===== src/rtl/tomasulo_pkg.sv =====
// Shared Tomasulo definitions: instruction field layout, opcodes, tag width
// and the default reservation-station sizes.
package tomasulo_pkg;

    localparam int INSTR_W    = 16;
    localparam int TAG_W      = 3;
    localparam int REG_IDX_W  = 3;
    localparam int NUM_REGS   = 8;
    localparam int OP_W       = 4;
    localparam int OFF_W      = 3;

    localparam int OFF_LSB    = 13;
    localparam int RZ_LSB     = 10;
    localparam int RX_LSB     = 7;
    localparam int RY_LSB     = 4;
    localparam int OP_LSB     = 0;

    localparam int ADD_RS_DEF = 3;
    localparam int MUL_RS_DEF = 2;

    localparam logic [OP_W-1:0] OP_ADD = 4'b0000;
    localparam logic [OP_W-1:0] OP_SUB = 4'b0001;
    localparam logic [OP_W-1:0] OP_MUL = 4'b0100;

    typedef enum logic [1:0] {
        CLS_NONE = 2'd0,
        CLS_ADD  = 2'd1,
        CLS_MUL  = 2'd2
    } rs_class_e;

    // Unknown opcodes map to CLS_NONE and are dropped by the issue stage.
    function automatic rs_class_e op_class(input logic [OP_W-1:0] op);
        rs_class_e cls;
        case (op)
            OP_ADD, OP_SUB: cls = CLS_ADD;
            OP_MUL:         cls = CLS_MUL;
            default:        cls = CLS_NONE;
        endcase
        return cls;
    endfunction

endpackage


===== src/rtl/issue_unit_if.sv =====
// Instruction-queue / issue-unit / reservation-station handshake bundle.
interface issue_unit_if;
    import tomasulo_pkg::*;

    logic                 enableIn;
    logic [INSTR_W-1:0]   instructionIn;
    logic                 disponivel;
    logic                 issueValid;
    logic [TAG_W-1:0]     issueTag;
    logic [OP_W-1:0]      issueOp;
    logic [REG_IDX_W-1:0] issueRz;
    logic [TAG_W-1:0]     issueQj;
    logic [TAG_W-1:0]     issueQk;
    logic [OFF_W-1:0]     issueOffset;

    modport master (
        output enableIn, instructionIn,
        input  disponivel, issueValid, issueTag, issueOp, issueRz,
               issueQj, issueQk, issueOffset
    );

    modport slave (
        input  enableIn, instructionIn,
        output disponivel, issueValid, issueTag, issueOp, issueRz,
               issueQj, issueQk, issueOffset
    );

endinterface


===== src/rtl/reg_status.sv =====
// Register-status table: per-register producing tag, CDB clear with
// same-cycle read bypass, dispatch write taking priority over CDB clear.
module reg_status
    import tomasulo_pkg::*;
(
    input  logic                 clk,
    input  logic                 rst,
    input  logic [REG_IDX_W-1:0] rx_i,
    input  logic [REG_IDX_W-1:0] ry_i,
    input  logic                 wr_en_i,
    input  logic [REG_IDX_W-1:0] wr_rz_i,
    input  logic [TAG_W-1:0]     wr_tag_i,
    input  logic                 cdb_valid_i,
    input  logic [TAG_W-1:0]     cdb_tag_i,
    output logic [TAG_W-1:0]     qj_o,
    output logic [TAG_W-1:0]     qk_o
);

    logic [TAG_W-1:0] status_q [NUM_REGS];
    logic [TAG_W-1:0] status_d [NUM_REGS];
    logic             cdb_hit_s;

    // Tag 0 means "ready", so a CDB broadcast of tag 0 must not touch anything.
    assign cdb_hit_s = cdb_valid_i && (cdb_tag_i != {TAG_W{1'b0}});

    // Reads see the pre-update table; a matching broadcast forces ready.
    assign qj_o = (cdb_hit_s && (status_q[rx_i] == cdb_tag_i)) ? {TAG_W{1'b0}} : status_q[rx_i];
    assign qk_o = (cdb_hit_s && (status_q[ry_i] == cdb_tag_i)) ? {TAG_W{1'b0}} : status_q[ry_i];

    // Next-state of each entry: dispatch write wins over CDB clear.
    always_comb begin
        for (int i = 0; i < NUM_REGS; i++) begin
            status_d[i] = status_q[i];
            if (wr_en_i && (wr_rz_i == REG_IDX_W'(i))) begin
                status_d[i] = wr_tag_i;
            end else if (cdb_hit_s && (status_q[i] == cdb_tag_i)) begin
                status_d[i] = {TAG_W{1'b0}};
            end else begin
                status_d[i] = status_q[i];
            end
        end
    end

    // Status table storage.
    always_ff @(posedge clk or posedge rst) begin
        if (rst) begin
            for (int i = 0; i < NUM_REGS; i++) begin
                status_q[i] <= {TAG_W{1'b0}};
            end
        end else begin
            for (int i = 0; i < NUM_REGS; i++) begin
                status_q[i] <= status_d[i];
            end
        end
    end

endmodule


===== src/rtl/issue_unit.sv =====
// Tomasulo issue stage: one-deep holding register, RS-class selection,
// lowest-free-entry tag allocation and register-status lookup.
module issue_unit
    import tomasulo_pkg::*;
#(
    parameter int ADD_RS = ADD_RS_DEF,
    parameter int MUL_RS = MUL_RS_DEF
) (
    input  logic              Clock,
    input  logic              Reset,
    issue_unit_if.slave       bus,
    input  logic [ADD_RS-1:0] rsAddFree,
    input  logic [MUL_RS-1:0] rsMulFree,
    input  logic              cdbValid,
    input  logic [TAG_W-1:0]  cdbTag
);

    localparam logic [0:0] ST_EMPTY = 1'b0;
    localparam logic [0:0] ST_HELD  = 1'b1;

    logic [0:0]         state_q, state_d;
    logic [INSTR_W-1:0] instr_q, instr_d;
    rs_class_e          cls_s;
    logic [TAG_W-1:0]   add_tag_s, mul_tag_s, issue_tag_s;
    logic               issue_valid_s;

    assign cls_s = op_class(instr_q[OP_LSB +: OP_W]);

    // Priority pick of the lowest-index free entry in each RS class.
    always_comb begin
        add_tag_s = {TAG_W{1'b0}};
        mul_tag_s = {TAG_W{1'b0}};
        for (int i = ADD_RS - 1; i >= 0; i--) begin
            if (rsAddFree[i]) begin
                add_tag_s = TAG_W'(i + 1);
            end else begin
                add_tag_s = add_tag_s;
            end
        end
        for (int i = MUL_RS - 1; i >= 0; i--) begin
            if (rsMulFree[i]) begin
                mul_tag_s = TAG_W'(ADD_RS + 1 + i);
            end else begin
                mul_tag_s = mul_tag_s;
            end
        end
    end

    // Dispatch decision for the held instruction.
    always_comb begin
        issue_valid_s = 1'b0;
        issue_tag_s   = {TAG_W{1'b0}};
        case (cls_s)
            CLS_ADD: begin
                issue_valid_s = (state_q == ST_HELD) && (|rsAddFree);
                issue_tag_s   = add_tag_s;
            end
            CLS_MUL: begin
                issue_valid_s = (state_q == ST_HELD) && (|rsMulFree);
                issue_tag_s   = mul_tag_s;
            end
            default: begin
                issue_valid_s = 1'b0;
                issue_tag_s   = {TAG_W{1'b0}};
            end
        endcase
    end

    // EMPTY/HELD sequencing; unknown opcodes leave HELD without dispatching.
    always_comb begin
        state_d = state_q;
        instr_d = instr_q;
        case (state_q)
            ST_EMPTY: begin
                if (bus.enableIn) begin
                    state_d = ST_HELD;
                    instr_d = bus.instructionIn;
                end else begin
                    state_d = ST_EMPTY;
                end
            end
            ST_HELD: begin
                if (issue_valid_s || (cls_s == CLS_NONE)) begin
                    state_d = ST_EMPTY;
                end else begin
                    state_d = ST_HELD;
                end
            end
            default: begin
                state_d = ST_EMPTY;
            end
        endcase
    end

    // State and holding register.
    always_ff @(posedge Clock or posedge Reset) begin
        if (Reset) begin
            state_q <= ST_EMPTY;
            instr_q <= {INSTR_W{1'b0}};
        end else begin
            state_q <= state_d;
            instr_q <= instr_d;
        end
    end

    reg_status u_reg_status (
        .clk         (Clock),
        .rst         (Reset),
        .rx_i        (instr_q[RX_LSB +: REG_IDX_W]),
        .ry_i        (instr_q[RY_LSB +: REG_IDX_W]),
        .wr_en_i     (issue_valid_s),
        .wr_rz_i     (instr_q[RZ_LSB +: REG_IDX_W]),
        .wr_tag_i    (issue_tag_s),
        .cdb_valid_i (cdbValid),
        .cdb_tag_i   (cdbTag),
        .qj_o        (bus.issueQj),
        .qk_o        (bus.issueQk)
    );

    assign bus.disponivel  = (state_q == ST_EMPTY);
    assign bus.issueValid  = issue_valid_s;
    assign bus.issueTag    = issue_tag_s;
    assign bus.issueOp     = instr_q[OP_LSB  +: OP_W];
    assign bus.issueRz     = instr_q[RZ_LSB  +: REG_IDX_W];
    assign bus.issueOffset = instr_q[OFF_LSB +: OFF_W];

endmodule


===== src/flat_wrapper.sv =====
// flat-port wrapper written by rule: the top's interface ports become plain ports
module issue_unit_flat import tomasulo_pkg::*;
#(
    parameter int ADD_RS = ADD_RS_DEF,
    parameter int MUL_RS = MUL_RS_DEF
)
  (Clock, Reset, rsAddFree, rsMulFree, cdbValid, cdbTag, bus_enableIn, bus_instructionIn, bus_disponivel, bus_issueValid, bus_issueTag, bus_issueOp, bus_issueRz, bus_issueQj, bus_issueQk, bus_issueOffset);
  issue_unit_if bus_i ();
  input  logic Clock;
  input  logic Reset;
  input  logic [ADD_RS-1:0] rsAddFree;
  input  logic [MUL_RS-1:0] rsMulFree;
  input  logic cdbValid;
  input  logic [TAG_W-1:0] cdbTag;
  input wire logic [$bits(bus_i.enableIn)-1:0] bus_enableIn;
  input wire logic [$bits(bus_i.instructionIn)-1:0] bus_instructionIn;
  output wire logic [$bits(bus_i.disponivel)-1:0] bus_disponivel;
  output wire logic [$bits(bus_i.issueValid)-1:0] bus_issueValid;
  output wire logic [$bits(bus_i.issueTag)-1:0] bus_issueTag;
  output wire logic [$bits(bus_i.issueOp)-1:0] bus_issueOp;
  output wire logic [$bits(bus_i.issueRz)-1:0] bus_issueRz;
  output wire logic [$bits(bus_i.issueQj)-1:0] bus_issueQj;
  output wire logic [$bits(bus_i.issueQk)-1:0] bus_issueQk;
  output wire logic [$bits(bus_i.issueOffset)-1:0] bus_issueOffset;
  assign bus_i.enableIn = bus_enableIn;
  assign bus_i.instructionIn = bus_instructionIn;
  assign bus_disponivel = bus_i.disponivel;
  assign bus_issueValid = bus_i.issueValid;
  assign bus_issueTag = bus_i.issueTag;
  assign bus_issueOp = bus_i.issueOp;
  assign bus_issueRz = bus_i.issueRz;
  assign bus_issueQj = bus_i.issueQj;
  assign bus_issueQk = bus_i.issueQk;
  assign bus_issueOffset = bus_i.issueOffset;
  issue_unit #(.ADD_RS(ADD_RS), .MUL_RS(MUL_RS)) u_core (.Clock(Clock), .Reset(Reset), .bus(bus_i), .rsAddFree(rsAddFree), .rsMulFree(rsMulFree), .cdbValid(cdbValid), .cdbTag(cdbTag));
endmodule

===== config.mk =====
export PLATFORM = sky130hd
export DESIGN_NAME = issue_unit_flat
export DESIGN_NICKNAME = d
export VERILOG_FILES = /design/src/rtl/tomasulo_pkg.sv /design/src/rtl/issue_unit_if.sv /design/src/rtl/reg_status.sv /design/src/rtl/issue_unit.sv /design/src/flat_wrapper.sv
export SDC_FILE = /design/constraint.sdc
export NUM_CORES = 1
export LEC_CHECK = 0
export BUFFER_PORTS_ARGS = -buffer_cell sky130_fd_sc_hd__buf_2
export CAP_MARGIN = 40
export CORE_ASPECT_RATIO = 2
export CORE_UTILIZATION = 40
export DETAILED_ROUTE_END_ITERATION = 10
export PLACE_DENSITY = 0.67
export SYNTH_ARGS = -nofsm -noshare
export SYNTH_HDL_FRONTEND = slang
export SYNTH_SLANG_ARGS = --single-unit
export TNS_END_PERCENT = 5

===== constraint.sdc =====
create_clock -name Clock -period 6.4 [get_ports Clock]
set_clock_uncertainty 0.05 [all_clocks]
set_input_delay 1.28 -clock Clock [delete_from_list [all_inputs] [get_ports Clock]]
set_output_delay 1.28 -clock Clock [all_outputs]
set_load 0.005 [all_outputs]

==> results of run 1 <==
[report_power, final]
part / internal [mW] / switching, mW / leakage [nW] / total [mW]
Clock: 0.194 / 0.0990 / 0.0831 / 0.293
Sequential: 0.296 / 0.0677 / 0.535 / 0.364
Combinational: 0.109 / 0.0736 / 0.861 / 0.182
Total: 0.599 / 0.240 / 1.48 / 0.839
[layout make-up]
type | instances | area share
clock buffer | 6 | 0.0442
clock inverter | 2 | 0.0119
inverter | 10 | 0.0119
multi-input combinational | 169 | 0.482
sequential | 41 | 0.326
tap | 88 | 0.0350
timing repair buffer | 53 | 0.0884
[registers in the layout (all words and copies together) (netlist names)]
signal and count:
u_core.state_q 1, u_core.instr_q 16, u_core.u_reg_status.status_q 24
[final timing paths]
path | from | endpoint | slack [ns] | depth (start not counted)
max | cdbTag[0] | bus_issueQj[2] | 2.51 | 6
min in group asynchronous | Reset | u_core.instr_q[14] | 1.06 | 3
min | u_core.instr_q[14] | u_core.instr_q[14] | 0.46 | 1
max reg2reg | u_core.instr_q[1] | u_core.u_reg_status.status_q[2] | 3.44 | 6
min reg2reg | u_core.instr_q[14] | u_core.instr_q[14] | 0.46 | 1
max in group asynchronous | Reset | u_core.u_reg_status.status_q[16] | 4.87 | 3
[layer usage]
layer  routed length, µm  GRT usage  vias to the layer above  part of all wire
li1                    -          -                      929                 -
met1                2180      0.198                      958              0.36
met2                3300      0.325                       48              0.55
met3                 183     0.0282                       24             0.030
met4                 374      0.148                        0             0.062
met5                   0          0                        -                 0
[logic make-up after synthesis]
| group | count (synthesis) |
|---|---|
| xor+xnor | 28 |
| simple gates | 60 |
| mux | 63 |
| fa+ha+maj | 5 |
| compound gates | 13 |
| flops | 41 |
| buf+inv | 33 |
[cell usage in the layout (no fill, tap or decap), types with 4 or more instances in the layout]
cell type   n
buf_2      48
nand4_1     8
inv_1      10
ha_1        5
xnor2_1    24
mux2_2     15
buf_4       5
dfrtp_1    41
mux2i_1    38
mux4_1      4
nand2b_1    4
nand2_1    30
clkbuf_16   5
a31oi_1     4
mux4_2      6
xor2_1      4
[worst max-delay path: cells and delay by family]
kind            cells  cell delay [ns]
compound gates      2             0.53
mux                 1             0.21
buf+inv             2             0.44
simple gates        1             0.09
[per-stage QoR]
step / hold slack, ns / area [µm²] / total power, mW / worst slack, ns / utilization
2_1_floorplan: 0.432 / 2730 / 0.520 / 2.83 / -
3_3_place_gp: 0.436 / 2970 / 0.551 / 2.60 / 0.448
3_5_place_dp: 0.452 / 2970 / 0.556 / 2.50 / 0.448
4_1_cts: 0.466 / 3140 / 0.853 / 2.50 / 0.475
5_1_grt: 0.480 / 3140 / 0.883 / 2.38 / 0.475
6_report: 0.465 / 3140 / 0.839 / 2.51 / 0.475
==> run metrics, run 1 <==
Final Wtd Congestion=0.882; fraction of synthesized cell area in xor and xnor cells=0.0898; number of global-route vias before repair=2,059; clock-pin slew on the worst setup and hold paths=0.06 ns; maximum number of pins on one net before global-route repair=42; adder-cell share of the synthesized area=0.0229; instance count of the mapped netlist=243; Die Outline Area=7180 µm²; number of maximum-capacitance constraint violations=0; GRT Total Usage=0.191; CTS Hold Buffers Added=0; count of cell types in the netlist=36; Setup violations, final=0; complex-gate fraction of the synthesized area=0.0335; standby leakage power=1.48 nW; setup repair after global routing missed its margin=no; share of flip-flops with an asynchronous set or reset after synthesis=1.00; Wirelength per Cell=16.4 µm; width of the die=60.4 µm; clock tree from TritonCTS=done; clock buffer count from CTS=5; most frequent cell on the critical path=buf_2; core area=6620 µm²; EDFF count, synth=0; sum of negative setup slack=0 ns; most instantiated flip-flop cell in the synthesis netlist=dfrtp_1; Core Rows=42; number of iterations in the first detailed-routing pass=4; DP HPWL=4.80 mm; Tightest Hold Check Type=reg2reg; Fmax=0.257 GHz; clock period minus worst slack=3.89 ns; Detailed Route Iter0 Violations=47; pin slew with the least headroom to its limit=0.593 ns; crit-path max FO=14; Final Non-Filler Cells=369; antenna-violating nets left=0; count of synthesis-stage warnings from yosys=0; residual overflow from global routing=0; final hold violations=0; FF+latch count, synth=41; sequential element share of the synthesized area=0.376; share of cell area taken by muxes after synthesis=0.289; final worst path period share=0.608; total wire length=6.04 mm; area of the multi-input gates=1520 µm²; die height=119 µm; average footprint of a synthesized cell=11.2 µm²; first-pass GRT wire length=9.99 mm; cell area after synthesis=2730 µm²; I/O pin total=49; library cell occupying the most area in the post-synthesis netlist=dfrtp_1; cells along the critical path=buf_2 > o31a_1 > nand2b_1 > mux2i_1 > a31oi_1 > buf_2; Setup crit end kind=primary output; power density over cell area=267 nW/µm²; Area Overhead vs Synth=15.1%; # H-tree levels=2; Critical-path top delay cell=o31a_1; layout cell share with drive strength beyond 1=0.306; number of max-slew violations in the final report=0; starting density of the core=0.412; simple-gate portion of the synthesized area=0.120; number of port buffers=48; Sequential cell area=1030 µm²; post-cts resize count=0; maximum vdd drop=0.000183 V; clock latency of the later-clocked register in the worst-skew pair=0.28 ns; largest family of logic cells by synthesized area=multiplexers; most numerous cell in the Yosys netlist=dfrtp_1; most frequent cells after synthesis=41 x dfrtp_1, 38 x mux2i_1, 30 x nand2_1; fraction of synthesized cell area taken by the top area cell type=0.376; WS Path Type=in2out; Avg Vias per Cell=5.31; via count=1,959; CTS root buf=clkbuf_16; Final nets=313; Inst Count DP=361; startpoint kind of the worst setup timing path=input port; status=complete, no violations; buffer count from post-CTS setup fixing=0; cell types occupying the most area after synthesis=dfrtp_1 38%, mux2i_1 14%, xnor2_1 7.7%; count of unresolved DRC violations after routing=0; highest cell delay on the worst timing path=0.42 ns; synthesized netlist net count=276; Req. time, crit path=5.07 ns; antenna violations before repair=0; maximum buffer depth of the clock tree=2; ant diodes=0; worst slew margin relative to its limit=0.601; number of inserted filler cells in the final layout=646; Data arrival, critical path=2.56 ns; TritonCTS sink count=41
Note: power is estimated with default switching activity, not from simulation.
==> run 2: changes to the inputs <==
Settings changed: ABC_AREA from default to 1.
Clock period 6.4 ns to 3.8 ns, I/O delays scaled along.
==> run metrics, run 2 <==
Largest register FFs=24 (unchanged); cell area after synthesis=2870 µm² (+5.1%); Die Outline Area=7540 µm² (+5.0%); Area Overhead vs Synth=14.4%; Pwr Total=2.37 mW (+180%); Global Route met1 Usage=0.293 (+0.0952); sequential element share of the synthesized area=0.358 (-0.0182); number of max-slew violations in the final report=0 (unchanged); met2 Resource Use GR=0.452 (+0.127); via count=2,802 (+43%); Wirelength per Cell=17.0 µm (+4.1%); capture instance of the worst register-to-register path=u_core.u_reg_status.status_q[3]; TritonCTS sink count=41 (unchanged); share of flip-flops with an asynchronous set or reset after synthesis=1.00 (unchanged); library cell occupying the most area in the post-synthesis netlist=dfrtp_1; die height=122 µm (+2.5%); setup slack at placement=0.997 ns (-1.51 ns); maximum vdd drop=0.000397 V (+120%); count of cell types in the netlist=26 (-28%); CTS root buf=clkbuf_16; maximum buffer depth of the clock tree=2 (unchanged); most frequent standard cell in the layout excluding fill and tap cells=nand2_1; busiest layer in global routing=met2; registers with the highest flip-flop counts=u_core.u_reg_status.status_q x24, u_core.instr_q x16, u_core.state_q x1; number of cells on the worst hold path=1 (unchanged); count of unresolved DRC violations after routing=0 (unchanged); number of port buffers=48 (unchanged); first-pass GRT wire length=14.5 mm (+45%); crit-path max FO=13 (-1); cells along the critical path=inv_2 > nand2_1 > nand3_1 > nand3_1 > nand2_1 > nand2_1 > nand2_1 > nor2_2 > a21oi_1 > buf_2; clock period minus worst slack=3.07 ns; Tightest Hold Check Type=reg2reg; number of iterations in the first detailed-routing pass=5 (+1); most frequent cells after synthesis=119 x nand2_1, 47 x inv_1, 41 x dfrtp_1; buffer count from post-CTS setup fixing=0 (unchanged); Setup violations, final=0 (unchanged); CTS Hold Buffers Added=0 (unchanged); cell types occupying the most area after synthesis=dfrtp_1 36%, nand2_1 16%, xnor2_1 7.3%; standby leakage power=1.69 nW (+14%); Core Rows=43 (+2.4%); Data arrival, critical path=2.26 ns (-0.30 ns); status=complete, no violations; antenna violations before repair=0 (unchanged); Avg Vias per Cell=5.29 (-0.42%); residual overflow from global routing=0 (unchanged); number of maximum-capacitance constraint violations=0 (unchanged); largest register by flop count=u_core.u_reg_status.status_q; clock buffer count from CTS=5 (unchanged); number of global-route vias before repair=2,764 (+34%); Setup crit end kind=primary output; layout cell share with drive strength beyond 1=0.193 (-0.113); ant diodes=0 (unchanged); RR Startpoint=u_core.instr_q[1]; highest cell delay on the worst timing path=0.57 ns (+0.15 ns); Inst Count DP=522 (+45%); most numerous cell in the Yosys netlist=nand2_1; GRT Total Usage=0.279 (+0.0874); most instantiated flip-flop cell in the synthesis netlist=dfrtp_1; power density over cell area=723 nW/µm² (+170%); startpoint kind of the worst setup timing path=register; core area=6940 µm² (+4.8%); synthesized netlist net count=433 (+57%); Hold Path Origin=u_core.instr_q[13]; average footprint of a synthesized cell=7.17 µm² (-36%); WS Path Type=reg2out; post-cts resize count=0 (unchanged); Reg2Reg Setup Slack=1.54 ns (-1.90 ns); Detailed Route Iter0 Violations=219 (+370%); area of the multi-input gates=1460 µm² (-3.7%); pin slew with the least headroom to its limit=0.670 ns (+0.0770 ns); worst-case hold path end point=u_core.instr_q[13]; count of synthesis-stage warnings from yosys=0 (unchanged); Final nets=472 (+51%); total wire length=9.03 mm (+50%); # H-tree levels=2 (unchanged); DP HPWL=6.89 mm (+43%); most frequent cells in the layout=119 x nand2_1, 48 x buf_2, 47 x inv_1, 41 x dfrtp_1, 39 x nand3_1; Final Wtd Congestion=1.05 (+19%); fraction of synthesized cell area taken by the top area cell type=0.358 (-0.0182); Final Non-Filler Cells=530 (+44%); setup repair after global routing missed its margin=no; maximum number of pins on one net before global-route repair=42 (unchanged); Fmax=0.325 GHz; instance count of the mapped netlist=400 (+65%); sum of negative setup slack=0 ns (unchanged); clock latency of the later-clocked register in the worst-skew pair=0.29 ns (about the same); worst slew margin relative to its limit=0.551 (-0.0493); number of inserted filler cells in the final layout=710 (+9.9%); worst-case setup margin in the final layout=0.726 ns (-1.78 ns); most frequent cell on the critical path=nand2_1; met3 GRT Util=0.0701 (+0.0418); clock-pin slew on the worst setup and hold paths=0.06 ns (about the same); antenna-violating nets left=0 (unchanged); width of the die=61.9 µm (+2.4%); starting density of the core=0.413 (+0.00106); Sequential cell area=1030 µm² (unchanged); FF+latch count, synth=41 (unchanged); I/O pin total=49 (unchanged); final hold violations=0 (unchanged); clock tree from TritonCTS=done; final worst path period share=0.809; cells on worst reg2reg path=9 (+3); EDFF count, synth=0 (unchanged); Req. time, crit path=2.99 ns (-2.08 ns); Critical-path top delay cell=dfrtp_1
==> run 2: per-stage QoR <==
| step | util | hold WS (ns) | cell area (µm²) |
|---|---|---|---|
| finish | 0.473 | 0.457 | 3280 |
| global route | 0.473 | 0.473 | 3280 |
| CTS | 0.473 | 0.459 | 3280 |
| global placement | 0.443 | 0.436 | 3080 |
| detailed placement | 0.446 | 0.440 | 3090 |
| floorplan | - | 0.431 | 2870 |
==> run 2: final cells by class <==
cell class              count  share of cell area
multi-input cells         280               0.444
flip-flops and latches     41               0.312
repair buffers             51              0.0823
inverters                  60              0.0686
clock buffers               5              0.0381
well taps                  90              0.0343
clock inverters             3              0.0198
==> run 2: kinds of logic after synthesis <==
kind of cell | synth area share
compound gates | 0.0864
xor+xnor | 0.0733
fa+ha+maj | 0.0218
buf+inv | 0.134
flops | 0.358
mux | 0.0196
simple gates | 0.307
==> run 2: worst max-delay path by stage <==
stage,start,end,slack [ns]
2_1_floorplan,cdbTag[1],bus_issueQj[0],1.43
3_3_place_gp,cdbTag[2],bus_issueQj[2],1.02
3_5_place_dp,cdbTag[2],bus_issueQj[2],1.0
4_1_cts,u_core.instr_q[1],bus_issueTag[2],0.79
5_1_grt,u_core.instr_q[7],bus_issueQj[2],0.60
6_report,u_core.instr_q[7],bus_issueQj[2],0.73
==> run 2: layer usage <==
metal  routed length (µm)  vias to the layer above  part of all wire
met3                  623                       58             0.069
li1                     -                     1322                 -
met5                    0                        -                 0
met1                 2880                     1274              0.32
met4                  817                        0             0.091
met2                 4700                      148              0.52
==> run 2: critical path, delay by kind of cell (launching register included) <==
family,cells,cell delay [ns]
compound gates,1,0.17
buf+inv,2,0.47
simple gates,7,0.74
flops,1,0.57
==> run 2: power by group <==
group          leakage [nW]  internal (mW)  switching [mW]
Sequential            0.514          0.606           0.173
Clock                0.0938          0.375           0.182
Combinational          1.08          0.392           0.646
Total                  1.69           1.37            1.00
==> run 3: changes to the inputs <==
Settings changed: ABC_AREA 1 to 0, PLACE_DENSITY 0.67 to 0.7.
Clock period 3.8 ns to 2.7 ns, I/O delays scaled along.
==> run metrics, run 3 (synthesis results as in run 1) <==
status=complete, no violations; Setup crit end kind=primary output; worst-case setup margin in the final layout=0.0426 ns (-0.684 ns); antenna violations before repair=0 (unchanged); net switching component of the power=0.580 mW (-42%); number of port buffers=48 (unchanged); highest cell delay on the worst timing path=0.54 ns (-0.03 ns); Final Non-Filler Cells=381 (-28%); die height=119 µm (-2.4%); ant diodes=0 (unchanged); Die Outline Area=7180 µm² (-4.7%); maximum vdd drop=0.000476 V (+20%); Pwr Total=1.96 mW (-18%); final worst path period share=0.984; final hold violations=0 (unchanged); startpoint kind of the worst setup timing path=register; crit-path max FO=3 (-10); area of the multi-input gates=1570 µm² (+7.5%); TritonCTS sink count=41 (unchanged); cells along the critical path=or4b_4 > buf_4 > inv_1 > ha_2 > nor3b_4 > nor3_2 > buf_2; pin slew with the least headroom to its limit=0.515 ns (-0.156 ns); Sequential cell area=1030 µm² (+0.49%); most frequent standard cell in the layout excluding fill and tap cells=buf_2; power density over cell area=599 nW/µm² (-17%); Wirelength per Cell=16.6 µm (-2.4%); Core Rows=42 (-2.3%); count of unresolved DRC violations after routing=0 (unchanged); Final nets=326 (-31%); clock-pin slew on the worst setup and hold paths=0.05 ns (about the same); CTS root buf=clkbuf_16; Fmax=0.376 GHz; clock period minus worst slack=2.66 ns; number of maximum-capacitance constraint violations=0 (unchanged); total wire length=6.33 mm (-30%); number of max-slew violations in the final report=0 (unchanged); Final Wtd Congestion=0.869 (-17%); clock latency of the later-clocked register in the worst-skew pair=0.28 ns (about the same); Tightest Hold Check Type=in2async; # H-tree levels=2 (unchanged); GRT Total Usage=0.198 (-0.0807); DP HPWL=5.04 mm (-27%); Detailed Route Iter0 Violations=22 (-90%); fraction of power spent switching nets=0.296 (-0.125); via count=1,969 (-30%); largest register by flop count=u_core.u_reg_status.status_q; Data arrival, critical path=2.07 ns (-0.19 ns); sum of negative setup slack=0 ns (unchanged); sequential power share=0.438 (+0.110); setup repair after global routing missed its margin=yes; standby leakage power=1.53 nW (-9.8%); residual overflow from global routing=0 (unchanged); core area=6620 µm² (-4.6%); Largest register FFs=24 (unchanged); worst slew margin relative to its limit=0.657 (+0.106); internal power=1.38 mW (+0.26%); first-pass GRT wire length=10.3 mm (-29%); layout cell share with drive strength beyond 1=0.382 (+0.189); Req. time, crit path=2.11 ns (-0.88 ns); starting density of the core=0.412 (-0.00106); antenna-violating nets left=0 (unchanged); worst hold margin=0.341 ns (-0.115 ns); maximum number of pins on one net before global-route repair=42 (unchanged); relative contribution of the clock network to total power=0.294 (+0.059); clock tree from TritonCTS=done; Inst Count DP=372 (-29%); WS Path Type=reg2out; number of global-route vias before repair=2,180 (-21%); number of iterations in the first detailed-routing pass=4 (-1); maximum buffer depth of the clock tree=2 (unchanged); width of the die=60.4 µm (-2.4%); setup slack at placement=-0.0871 ns (-1.08 ns); number of inserted filler cells in the final layout=628 (-12%); I/O pin total=49 (unchanged); Avg Vias per Cell=5.17 (-2.2%); Setup violations, final=0 (unchanged); most frequent cells in the layout=48 x buf_2, 37 x dfrtp_1, 35 x mux2i_1, 30 x nand2_1, 24 x xnor2_1; registers with the highest flip-flop counts=u_core.u_reg_status.status_q x24, u_core.instr_q x16, u_core.state_q x1; cells on worst reg2reg path=8 (-1); CTS Hold Buffers Added=0 (unchanged); Area Overhead vs Synth=19.6%; share of power burned in combinational logic=0.268 (-0.169); clock buffer count from CTS=5 (unchanged); Critical-path top delay cell=or4b_4
-- run 3: cell types whose count changed in the layout (fill, tap and decap cells not counted), sizes merged, moves of 4 or more --
cell    delta
nor2      -24
nand2     -90
a21oi     -18
mux2      +10
nand3     -43
inv       -42
xor2       +4
buf       +15
clkinv     -9
nand2b     +4
o21ai     -23
mux2i     +38
mux4      +10
-- run 3: layout make-up --
cell class / count / share of cell area
inverter: 10 / 0.0115
timing repair buffer: 66 / 0.115
clock buffer: 7 / 0.0437
tap: 88 / 0.0337
multi-input combinational: 169 / 0.480
sequential: 41 / 0.316
-- run 3: worst max-delay path: cells and delay by family, from the launching register on --
kind / cells / cell delay (ns)
adders and majority gates: 1 / 0.19
and+or+nand+nor: 3 / 0.83
buffers and inverters: 3 / 0.39
DFF: 1 / 0.38
-- run 3: worst paths after layout --
kind                                                   end             startpoint  slack, ns
min in group Clock                      u_core.instr_q[10]  bus_instructionIn[10]       0.41
hold reg to reg                         u_core.instr_q[14]     u_core.instr_q[14]       0.45
setup / recovery                            bus_issueValid      u_core.instr_q[0]       0.04
setup reg to reg           u_core.u_reg_status.status_q[6]      u_core.instr_q[0]       0.12
max in group asynchronous                u_core.instr_q[6]                  Reset       1.87
hold / removal                          u_core.instr_q[11]                  Reset       0.34
-- run 3: timing repair --
item                                    CTS  global route
buffers inserted                          2             0
resized for setup                        10             8
pin swaps                                 4             1
endpoints found under the setup margin   15            12
-- run 3: layer usage --
layer | global-route usage | wire, µm | vias up
met1 | 0.196 | 2190 | 962
met4 | 0.119 | 327 | 0
met3 | 0.0217 | 178 | 17
met5 | 0 | 0 | -
met2 | 0.366 | 3640 | 45
li1 | - | - | 945
-- run 3: metrics by stage --
step	area (µm²)	utilization
3_3_place_gp	3050	0.461
5_1_grt	3270	0.493
6_report	3270	0.493
2_1_floorplan	2730	-
3_5_place_dp	3050	0.461
4_1_cts	3250	0.491
-- run 3: power groups by stage --
stage | Combinational [mW] | Sequential, mW | Clock [mW]
finish | 0.524 | 0.857 | 0.576
global route | 0.572 | 0.874 | 0.609
CTS | 0.521 | 0.849 | 0.592
detailed placement | 0.503 | 0.857 | 0
global placement | 0.492 | 0.855 | 0
floorplan | 0.449 | 0.784 | 0
